$ cat config.mk
export PLATFORM = sky130hd
export DESIGN_NAME = nvram_autosave_ctrl
export DESIGN_NICKNAME = d
export VERILOG_FILES = /design/src/rtl/nvram_autosave_ctrl.sv
export SDC_FILE = /design/constraint.sdc
export NUM_CORES = 1
export LEC_CHECK = 0
export ABC_AREA = 1
export CAP_MARGIN = 5
export CORE_ASPECT_RATIO = 2
export CORE_MARGIN = 8
export CORE_UTILIZATION = 59
export CTS_BUF_LIST = sky130_fd_sc_hd__clkbuf_8
export CTS_CLUSTER_SIZE = 12
export DETAILED_ROUTE_END_ITERATION = 8
export PLACE_DENSITY = 0.93
export SYNTH_ARGS = -nofsm -noshare
export SYNTH_HDL_FRONTEND = slang
export SYNTH_SLANG_ARGS = --single-unit
$ cat constraint.sdc
create_clock -name clk -period 3.6 [get_ports clk]
set_input_delay 0.54 -clock clk [delete_from_list [all_inputs] [get_ports clk]]
set_output_delay 0.54 -clock clk [all_outputs]
set_load 0.02 [all_outputs]
$ cat src/rtl/nvram_autosave_ctrl.sv
// nvram_autosave_ctrl: NVRAM restore/save over ioctl with change-detecting autosave on OSD open
module nvram_autosave_ctrl #(
  parameter int DUMPWIDTH = 6,
  parameter int DUMPINDEX = 4,
  parameter int PAUSEPAD  = 2,
  parameter int CHKWIDTH  = 16
) (
  input  logic                 clk,
  input  logic                 reset,
  input  logic                 ioctl_download,
  input  logic                 ioctl_upload,
  input  logic                 ioctl_wr,
  input  logic [24:0]          ioctl_addr,
  input  logic [7:0]           ioctl_index,
  output logic [7:0]           ioctl_din,
  output logic                 ioctl_upload_req,
  input  logic                 OSD_STATUS,
  input  logic                 autosave,
  input  logic                 paused,
  output logic [DUMPWIDTH-1:0] nvram_address,
  input  logic [7:0]           nvram_data_out,
  output logic                 pause_cpu
);
  typedef enum logic [2:0] {IDLE, WAIT_PAUSE, PAD, SCAN, FINISH, XFER} state_t;
  state_t state, state_n;
  logic osd_q, dl_q, base_pend, mode_base, bv, vld, tail;
  logic sel, dl, ul, xfer, osd_rise, dl_fall, unused;
  logic [7:0] cnt;
  logic [DUMPWIDTH-1:0] addr;
  logic [CHKWIDTH-1:0] acc, saved, fold;
  assign sel = ioctl_index == 8'(DUMPINDEX);
  assign dl = ioctl_download & sel;
  assign ul = ioctl_upload & sel;
  assign xfer = dl | ul;
  assign osd_rise = OSD_STATUS & ~osd_q;
  assign dl_fall = dl_q & ~dl;
  assign fold = {acc[CHKWIDTH-2:0], acc[CHKWIDTH-1]} + CHKWIDTH'(nvram_data_out);
  assign nvram_address = state == SCAN ? addr : state == XFER ? ioctl_addr[DUMPWIDTH-1:0] : '0;
  assign ioctl_din = state == XFER ? nvram_data_out : 8'h00;
  assign unused = &{1'b0, ioctl_wr, ioctl_addr[24:DUMPWIDTH]};
  always_comb begin
    state_n = state;
    case (state)
      IDLE:       state_n = xfer ? XFER : ((osd_rise & autosave) | dl_fall | base_pend) ? WAIT_PAUSE : IDLE;
      WAIT_PAUSE: state_n = xfer ? XFER : !paused ? WAIT_PAUSE : PAUSEPAD == 0 ? SCAN : PAD;
      PAD:        state_n = xfer ? XFER : cnt == 8'd0 ? SCAN : PAD;
      SCAN:       state_n = xfer ? XFER : !paused ? WAIT_PAUSE : tail ? FINISH : SCAN;
      FINISH:     state_n = IDLE;
      XFER:       state_n = xfer ? XFER : IDLE;
      default:    state_n = IDLE;
    endcase
  end
  always_ff @(posedge clk or posedge reset)
    if (reset) state <= IDLE;
    else state <= state_n;
  always_ff @(posedge clk or posedge reset) begin
    if (reset) begin
      osd_q <= 1'b0;
      dl_q <= 1'b0;
      base_pend <= 1'b0;
      mode_base <= 1'b0;
      bv <= 1'b0;
      vld <= 1'b0;
      tail <= 1'b0;
      cnt <= 8'd0;
      addr <= '0;
      acc <= '0;
      saved <= '0;
      pause_cpu <= 1'b0;
      ioctl_upload_req <= 1'b0;
    end else begin
      osd_q <= OSD_STATUS;
      dl_q <= dl;
      // a download that ends while in XFER is remembered so IDLE can re-baseline
      base_pend <= dl_fall | (base_pend & state != IDLE);
      pause_cpu <= state inside {WAIT_PAUSE, PAD, SCAN, XFER};
      ioctl_upload_req <= state == FINISH && !mode_base && bv && acc != saved;
      cnt <= state == PAD ? cnt - 8'd1 : 8'(PAUSEPAD - 1);
      if (state == IDLE) mode_base <= !(osd_rise & autosave);
      if (state == WAIT_PAUSE || state == PAD) begin
        addr <= '0;
        acc <= '0;
        vld <= 1'b0;
        tail <= 1'b0;
      end
      // read data lags the issued address by one cycle; tail is the final fold-only cycle
      if (state == SCAN) begin
        if (vld) acc <= fold;
        if (!tail) begin
          vld <= 1'b1;
          tail <= &addr;
          if (!(&addr)) addr <= addr + 1'b1;
        end
      end
      if (state == FINISH) begin
        saved <= acc;
        bv <= 1'b1;
      end
    end
  end
endmodule

== After elaboration in Yosys (flattened, before gate mapping) ==
Cells that the tools add are included.

* Add/subtract/negate cells: 3
* Equality and inequality tests: 7
* Multiplexer cells: 28
* Bitwise logic cells: 12
* Reductions and logical operators: 11

{| class="wikitable"
|+ Operator list
! cell !! count
|-
| $mux W16 || 3
|-
| $mux W6 || 6
|-
| $mux W3 || 7
|-
| $add A16 B8 Y16 || 1
|-
| $mux W8 || 2
|-
| $ne A16 B16 Y1 || 1
|-
| $pmux W3 S5 || 1
|-
| $eq A8 B3 Y1 const B || 1
|-
| $logic_not A8 Y1 || 1
|-
| $mux W1 || 8
|-
| $sub A8 B1 Y8 const B || 1
|-
| $add A6 B1 Y6 const B || 1
|-
| $and A1 B1 Y1 || 6
|-
| $eq A3 B2 Y1 const B || 2
|-
| $eq A3 B3 Y1 const B || 2
|-
| $reduce_and A6 Y1 || 1
|-
| $or A1 B1 Y1 || 4
|-
| $reduce_bool A4 Y1 || 1
|-
| $eq A3 B1 Y1 const B || 1
|-
| $logic_and A1 B1 Y1 || 3
|-
| $logic_not A3 Y1 || 1
|-
| $reduce_bool A3 Y1 || 1
|-
| $logic_not A1 Y1 || 2
|-
| $mux W2 || 1
|-
| 2 further kinds || 3
|}

* Register bits after elaboration: 58
* Bits of input ports: 49
* Output and inout port bits: 16
* Word-level logic and storage cells: 75

== Logic depth before layout (Yosys ltp) ==
Gate-level depths: netlist (run 1).

* Depth in word-level cells: 9
* Mapped depth: 12

== Worst setup path before layout (run 1) ==
Ideal clock, no wire load.

* Path type: input -> register
* Start point: in nvram_data_out[0]
* End point: reg acc[10]
* Setup time: 113 ps
* Arrival: 1,705 ps
* Data required time: 3,487 ps
* Slack: 1,782 ps
* Cell stages on the path: 10
* Cells stage by stage: ha_1 -> fa_1 -> nand2_1 -> a21oi_2 -> nand2_1 -> nand2_1 -> nand3_1 -> nand3_1 -> nand2_1 -> inv_1

* Cells in the longest elaborated chain, start to end: 3

{| class="wikitable"
|+ Ends and longest elaborated chain
! element !! line !! RTL
|-
| from (decl) || 21 || <nowiki>input logic [7:0] nvram_data_out,</nowiki>
|-
| $add A16 B8 Y16 || 37 || <nowiki>assign fold = {acc[CHKWIDTH-2:0], acc[CHKWIDTH-1]} + CHKWIDTH'(nvram_data_out);</nowiki>
|-
| $mux W16 || 88 || <nowiki>if (vld) acc <= fold;</nowiki>
|-
| $mux W16 || 87 || <nowiki>if (state == SCAN) begin</nowiki>
|-
| to (signal assigned) || 88 ||
|-
| to (decl) || 30 || <nowiki>logic [CHKWIDTH-1:0] acc, saved, fold;</nowiki>
|}

No other way between the ends.
A chain may end at the register's enable or synchronous reset.

== Worst setup path after layout (run 1) ==
* Start point: reg state[0]
* End point: out nvram_address[2]

* Cells in the longest elaborated chain, start to end: 3
* Elaborated cells on any way between the ends: 4
* Those cells by class: 2 x eq/ne; 2 x mux

{| class="wikitable"
|+ Ends and longest elaborated chain
! element !! line !! RTL
|-
| from (decl) || 25 || <nowiki>state_t state, state_n;</nowiki>
|-
| from (signal assigned) || 55 || <nowiki>else state <= state_n;</nowiki>
|-
| $eq A3 B3 Y1 || 38 || <nowiki>assign nvram_address = state == SCAN ? addr : state == XFER ? ioctl_addr[DUMPWIDTH-1:0] : '0;</nowiki>
|-
| $mux W6 || 38 ||
|-
| $mux W6 (*) || 38 ||
|-
| to (decl) || 20 || <nowiki>output logic [DUMPWIDTH-1:0] nvram_address,</nowiki>
|}

Every way passes the cells marked *; elsewhere a longest branch is shown, timed or not.

==> impl_metrics.env, run 1 <==
export IMPL_r2r_slack_ns=1.65
export IMPL_routed_wl_mm=8.655
export IMPL_use_met3_pct=4.404
export IMPL_clk_insertion_delay_late_ns=0.35
export IMPL_via_per_inst=5.603
export IMPL_avgRoutedWirePerCell_um=14.38
export IMPL_grt_antenna_before_repair=0
export IMPL_post_cts_buffers=0
export IMPL_clkTransAtPathRegs_ns=0.08
export IMPL_synth_cell_types=33
export IMPL_power_density_nw_per_um2=353.7
export IMPL_ctsResizeCount=0
export IMPL_final_common_cell="nand2_1"
export IMPL_grt_pass1_wl_mm=14.43
export IMPL_drv_cap=0
export IMPL_cp_end_kind="output pin"
export IMPL_final_cell_mix="nand2_1 (139), inv_1 (69), dfrtp_1 (58)"
export IMPL_rsz0062_at_grt="no"
export IMPL_drt_iter0_drc=263
export IMPL_crit_start="state[0]"
export IMPL_finalSetupViolations=0
export IMPL_final_nets=594
export IMPL_cts_buffers=9
export IMPL_grt_pass1_vias=3267
export IMPL_synth_nets=546
export IMPL_min_period_ns=2.900
export IMPL_finalSetupTns_ns=0
export IMPL_row_count=40
export IMPL_syn_inst=486
export IMPL_fin_crit_sh_pct=80.54
export IMPL_mappedNetlistArea_um2=3517
export IMPL_grt_max_degree=47
export IMPL_layout_drive_gt1_share_pct=7.050
export IMPL_fin_util_pct=70.61
export IMPL_grt_busiest_layer="met2"
export IMPL_relSlewSlack_pct=43.07
export IMPL_crit_path_start_kind="flop"
export IMPL_area_growth_pct=18.57
export IMPL_port_buffers=44
export IMPL_routabilityCongestion=0.9283
export IMPL_hold_viol=0
export IMPL_max_freq_mhz=344.9
export IMPL_yosys_warnings=0
export IMPL_dp_hpwl_mm=6.288
export IMPL_ctsHoldBuffers=0
export IMPL_worstPathRequired_ns=3.06
export IMPL_crit_fanout=14
export IMPL_coreArea_um2=5906
export IMPL_grt_use_met1_pct=23.21
export IMPL_cp_arrival_ns=2.36
export IMPL_root_buffer="clkbuf_8"
export IMPL_met2_usage_pct=33.72
export IMPL_grtUsageTotal_pct=20.30
export IMPL_die_area_um2=8838
export IMPL_status="completed"
export IMPL_synth_seq_cells=58
export IMPL_num_io_pins=65
export IMPL_fill_cells=445
export IMPL_antennaDiodeCount=0
export IMPL_overflow=0
export IMPL_postSynthAreaPerCell_um2=7.237
export IMPL_leakage_uw=0.002095
export IMPL_cts_tree="yes"
export IMPL_clockBufferDepth=2
export IMPL_finalMaxSlewViolations=0
export IMPL_cts_max_level=3
export IMPL_ant_nets=0
export IMPL_worst_slew_pin_slew_ns=0.8518
export IMPL_register_area_um2=1451
export IMPL_crit_reg2reg_launch="state[0]"
export IMPL_skew_ns=0.01298
export IMPL_multi_input_area_um2=1739
export IMPL_initial_core_util_pct=59.56
export IMPL_dieWidth_um=70.60
export IMPL_worstSetupPathType="reg2out"
export IMPL_first_pass_iters=7
export IMPL_die_h_um=125.2
export IMPL_ys_seq_area_share_pct=41.27
export IMPL_hold_path_class="in2async"
export IMPL_vias=3373
export IMPL_drcViolationCount=0
export IMPL_vdd_drop_max_mv=0.3229
export IMPL_cts_sinks=58
==> cell usage after synthesis <==
cell type	instances	area [um^2]
a21oi_2	1	8.760
dfrtp_1	58	1451
nand2_4	1	11.26
ha_1	10	125.1
o21ai_1	4	20.02
and3_1	1	6.260
inv_1	70	262.8
nor2_1	41	153.9
a31oi_1	1	6.260
o21ai_0	32	160.2
nor2_2	1	6.260
nand3_4	1	17.52
nor3_1	9	45.04
o211ai_1	2	15.01
clkbuf_1	2	7.510
buf_4	1	7.510
nand3_1	45	225.2
a21oi_1	14	70.07
nand3b_1	2	15.01
inv_2	3	11.26
buf_6	2	22.52
nand2_1	139	521.8
xor2_1	5	43.79
buf_2	3	15.01
nor2_4	3	33.78
nand2_2	2	12.51
or2_2	8	50.05
o22ai_1	5	31.28
xnor2_1	7	61.31
nand4_1	6	37.54
fa_1	1	20.02
o31ai_1	3	22.52
and2_1	3	18.77
==> critical path, cell delays in order, from the launching register on <==
cell	delay, ns
dfrtp_1	0.52
nand3_1	0.50
o22ai_1	0.31
clkdlybuf4s50_1	0.67
==> cell type report <==
cell class	instances	share of cell area (%)
multi-input cells	347	41.70
repair buffers	45	10.74
flip-flops and latches	58	34.80
clock inverters	6	0.9901
inverters	73	6.571
well taps	63	1.890
clock buffers	10	3.300
==> kinds of logic (layout without fill, tap and decap cells) <==
group | after synthesis | in the layout | share of synthesized area, %
AO/OA/AOI/OAI | 62 | 62 | 9.498
XOR/XNOR | 12 | 12 | 2.988
adder cells (fa/ha/maj) | 11 | 11 | 4.127
buffers and inverters | 81 | 134 | 9.285
flip-flops | 58 | 58 | 41.27
AND/OR/NAND/NOR | 262 | 262 | 32.84
==> per-stage QoR <==
step                      hold WS [ns]  cells  cell area [um^2]  setup WS [ns]  total power, uW
after global routing            0.4813    602              4170         0.5440             1528
after global placement          0.4349    586              3991          1.109            915.8
after CTS                       0.4573    602              4170         0.6848             1475
final                           0.4521    602              4170         0.7004             1475
after floorplan                 0.4219    486              3517          1.632            847.5
after detailed placement        0.4441    586              3991          1.088            923.7
==> sequential cells by signal, summed over array words and instances (netlist names), 3 cells and up <==
signal / flops
cnt: 8
state: 3
saved: 16
addr: 6
acc: 16
==> where the power goes <==
group,internal (uW),switching (uW),total [uW]
logic,80.1,135,215
clock network,268,291,559
registers,677,23.5,701
==> per-layer routing <==
layer	part of all wire (%)	wire length [um]	vias to the layer above
li1	-	-	1647
met1	40	3422	1551
met2	49	4283	141
met3	7.0	603	34
met4	4.0	346	0
met5	0	0	-
==> final timing paths <==
kind                                    end  cells after the start
max                        nvram_address[2]                      3
min                                  cnt[2]                      2
max reg2reg                ioctl_upload_req                      5
min reg2reg                              bv                      2
max in group asynchronous            acc[1]                      3
min in group clk                         bv                      2
(Power assumes the default switching activity.)
==> run 2: changes to the inputs <==
CORE_UTILIZATION = 54   (was 59)
PLACE_DENSITY = 0.86   (was 0.93)
clock period = 2.8 ns   (was 3.6 ns; I/O delays follow)
==> impl_metrics.env, run 2 (synthesis gave the netlist of run 1 again) <==
export IMPL_status="completed"
export IMPL_crit_path_start_kind="flop"
export IMPL_total_power_uw=1898
export IMPL_worstPathRequired_ns=2.38
export IMPL_finalSetupTns_ns=0
export IMPL_dieWidth_um=73.07
export IMPL_cts_tree="yes"
export IMPL_cp_depth=4
export IMPL_r2r_end="acc[10]"
export IMPL_cp_slowest_cell="clkdlybuf4s50_1"
export IMPL_skew_ns=0.007704
export IMPL_crit_start="state[0]"
export IMPL_antennaDiodeCount=0
export IMPL_hold_viol=0
export IMPL_ant_nets=0
export IMPL_switching_share_pct=28.42
export IMPL_switchingPower_uw=539.4
export IMPL_ctsResizeCount=0
export IMPL_vias=3399
export IMPL_final_cell_mix="nand2_1 (139), inv_1 (69), dfrtp_1 (58)"
export IMPL_path_cells="nand3_1 -> buf_4 -> o22ai_1 -> clkdlybuf4s50_1"
export IMPL_coreArea_um2=6310
export IMPL_combPwrFrac_pct=15.0
export IMPL_relSlewSlack_pct=64.62
export IMPL_crit_buf_inv=2
export IMPL_grt_pass1_wl_mm=15.15
export IMPL_routed_wl_mm=9.064
export IMPL_final_nets=596
export IMPL_rsz0062_at_grt="no"
export IMPL_row_count=41
export IMPL_reg_top3="acc (16), saved (16), cnt (8)"
export IMPL_cts_sinks=58
export IMPL_vdd_drop_max_mv=0.4097
export IMPL_via_per_inst=5.438
export IMPL_cpPeakStageDelay_ns=0.64
export IMPL_whs_ns=0.3198
export IMPL_grtUsageTotal_pct=20.81
export IMPL_cts_buffers=9
export IMPL_r2r_cells=10
export IMPL_power_density_nw_per_um2=449.2
export IMPL_grt_max_degree=48
export IMPL_dp_hpwl_mm=6.723
export IMPL_critPathTopFamily="buffers and inverters"
export IMPL_p_int_uw=1358
export IMPL_clockBufferDepth=2
export IMPL_root_buffer="clkbuf_8"
export IMPL_crit_reg2reg_launch="acc[15]"
export IMPL_drv_cap=0
export IMPL_clk_insertion_delay_late_ns=0.35
export IMPL_port_buffers=44
export IMPL_area_growth_pct=20.14
export IMPL_crit_fanout=8
export IMPL_hold_path_class="in2async"
export IMPL_drt_iter0_drc=351
export IMPL_routabilityCongestion=0.9874
export IMPL_avgRoutedWirePerCell_um=14.50
export IMPL_die_area_um2=9508
export IMPL_post_cts_buffers=0
export IMPL_clkTransAtPathRegs_ns=0.06
export IMPL_p_seq_share_pct=47.5
export IMPL_final_common_cell="nand2_1"
export IMPL_worst_slew_pin_slew_ns=0.5294
export IMPL_max_freq_mhz=373.6
export IMPL_first_pass_iters=5
export IMPL_leakage_uw=0.002114
export IMPL_min_period_ns=2.677
export IMPL_grt_pass1_vias=3407
export IMPL_initial_core_util_pct=55.74
export IMPL_cts_max_level=3
export IMPL_drcViolationCount=0
export IMPL_finalSetupViolations=0
export IMPL_grt_antenna_before_repair=0
export IMPL_overflow=0
export IMPL_layout_drive_gt1_share_pct=7.050
export IMPL_finalMaxSlewViolations=0
export IMPL_r2r_slack_ns=0.88
export IMPL_fin_crit_sh_pct=95.60
export IMPL_cp_arrival_ns=2.26
export IMPL_ctsHoldBuffers=0
export IMPL_cp_end_kind="output pin"
export IMPL_crit_end="nvram_address[4]"
export IMPL_num_io_pins=65
export IMPL_pwr_share_clk_pct=37.5
export IMPL_worstSetupPathType="reg2out"
export IMPL_die_h_um=130.1
run 2: changes by cell type in the layout (fill, tap and decap cells not counted):
cell        previous run  this run
inv_6                  1         0
buf_4                  1         2
clkinvlp_4             3         1
clkbuf_8              10        12
clkinv_2               2         1
buf_12                 0         1
run 2: final cells by class:
class,count,area (um^2)
flip-flops and latches,58,1451
repair buffers,47,475.5
clock inverters,2,12.51
multi-input cells,347,1739
well taps,86,107.6
fillers,525,2085
inverters,73,274.0
clock buffers,12,165.2
run 2: worst min path at each step:
| stage | endpoint | from | slack [ns] | cells after the start |
|---|---|---|---|---|
| 3_5_place_dp | bv | bv | 0.44 | 2 |
| 5_1_grt | ioctl_upload_req | reset | 0.35 | 2 |
| 2_1_floorplan | bv | bv | 0.42 | 2 |
| 6_report | ioctl_upload_req | reset | 0.32 | 2 |
| 3_3_place_gp | bv | bv | 0.43 | 2 |
| 4_1_cts | saved[2] | reset | 0.32 | 2 |
run 2: power by group through the flow:
stage / logic, uW / registers, uW / clock network [uW]
floorplan: 178 / 911 / 0
global placement: 271 / 914 / 0
detailed placement: 280 / 915 / 0
CTS: 284 / 901 / 720
global route: 322 / 903 / 751
finish: 286 / 901 / 712
run 2: layer usage:
layer	GRT usage, %	share of wire (%)
met2	36.88	53
met3	5.611	5.0
met5	0	0
met1	20.02	36
met4	14.49	6.6
run 2: worst register-to-register path, delay by kind of cell, from the launching register on:
kind                       cells  cell delay (ns)
and+or+nand+nor                6             0.60
DFF                            1             0.43
adders and majority gates      2             0.66
AOI/OAI and AO/OA              1             0.10
buffers and inverters          1             0.04
run 2: stage by stage:
stage,std cells,setup slack (ns),utilization (%),instance area [um^2]
detailed placement,611,0.4319,64.15,4048
CTS,625,0.09657,66.96,4225
global route,625,0.02056,66.96,4225
floorplan,486,0.9520,-,3517
global placement,611,0.4448,64.15,4048
finish,625,0.1232,66.96,4225
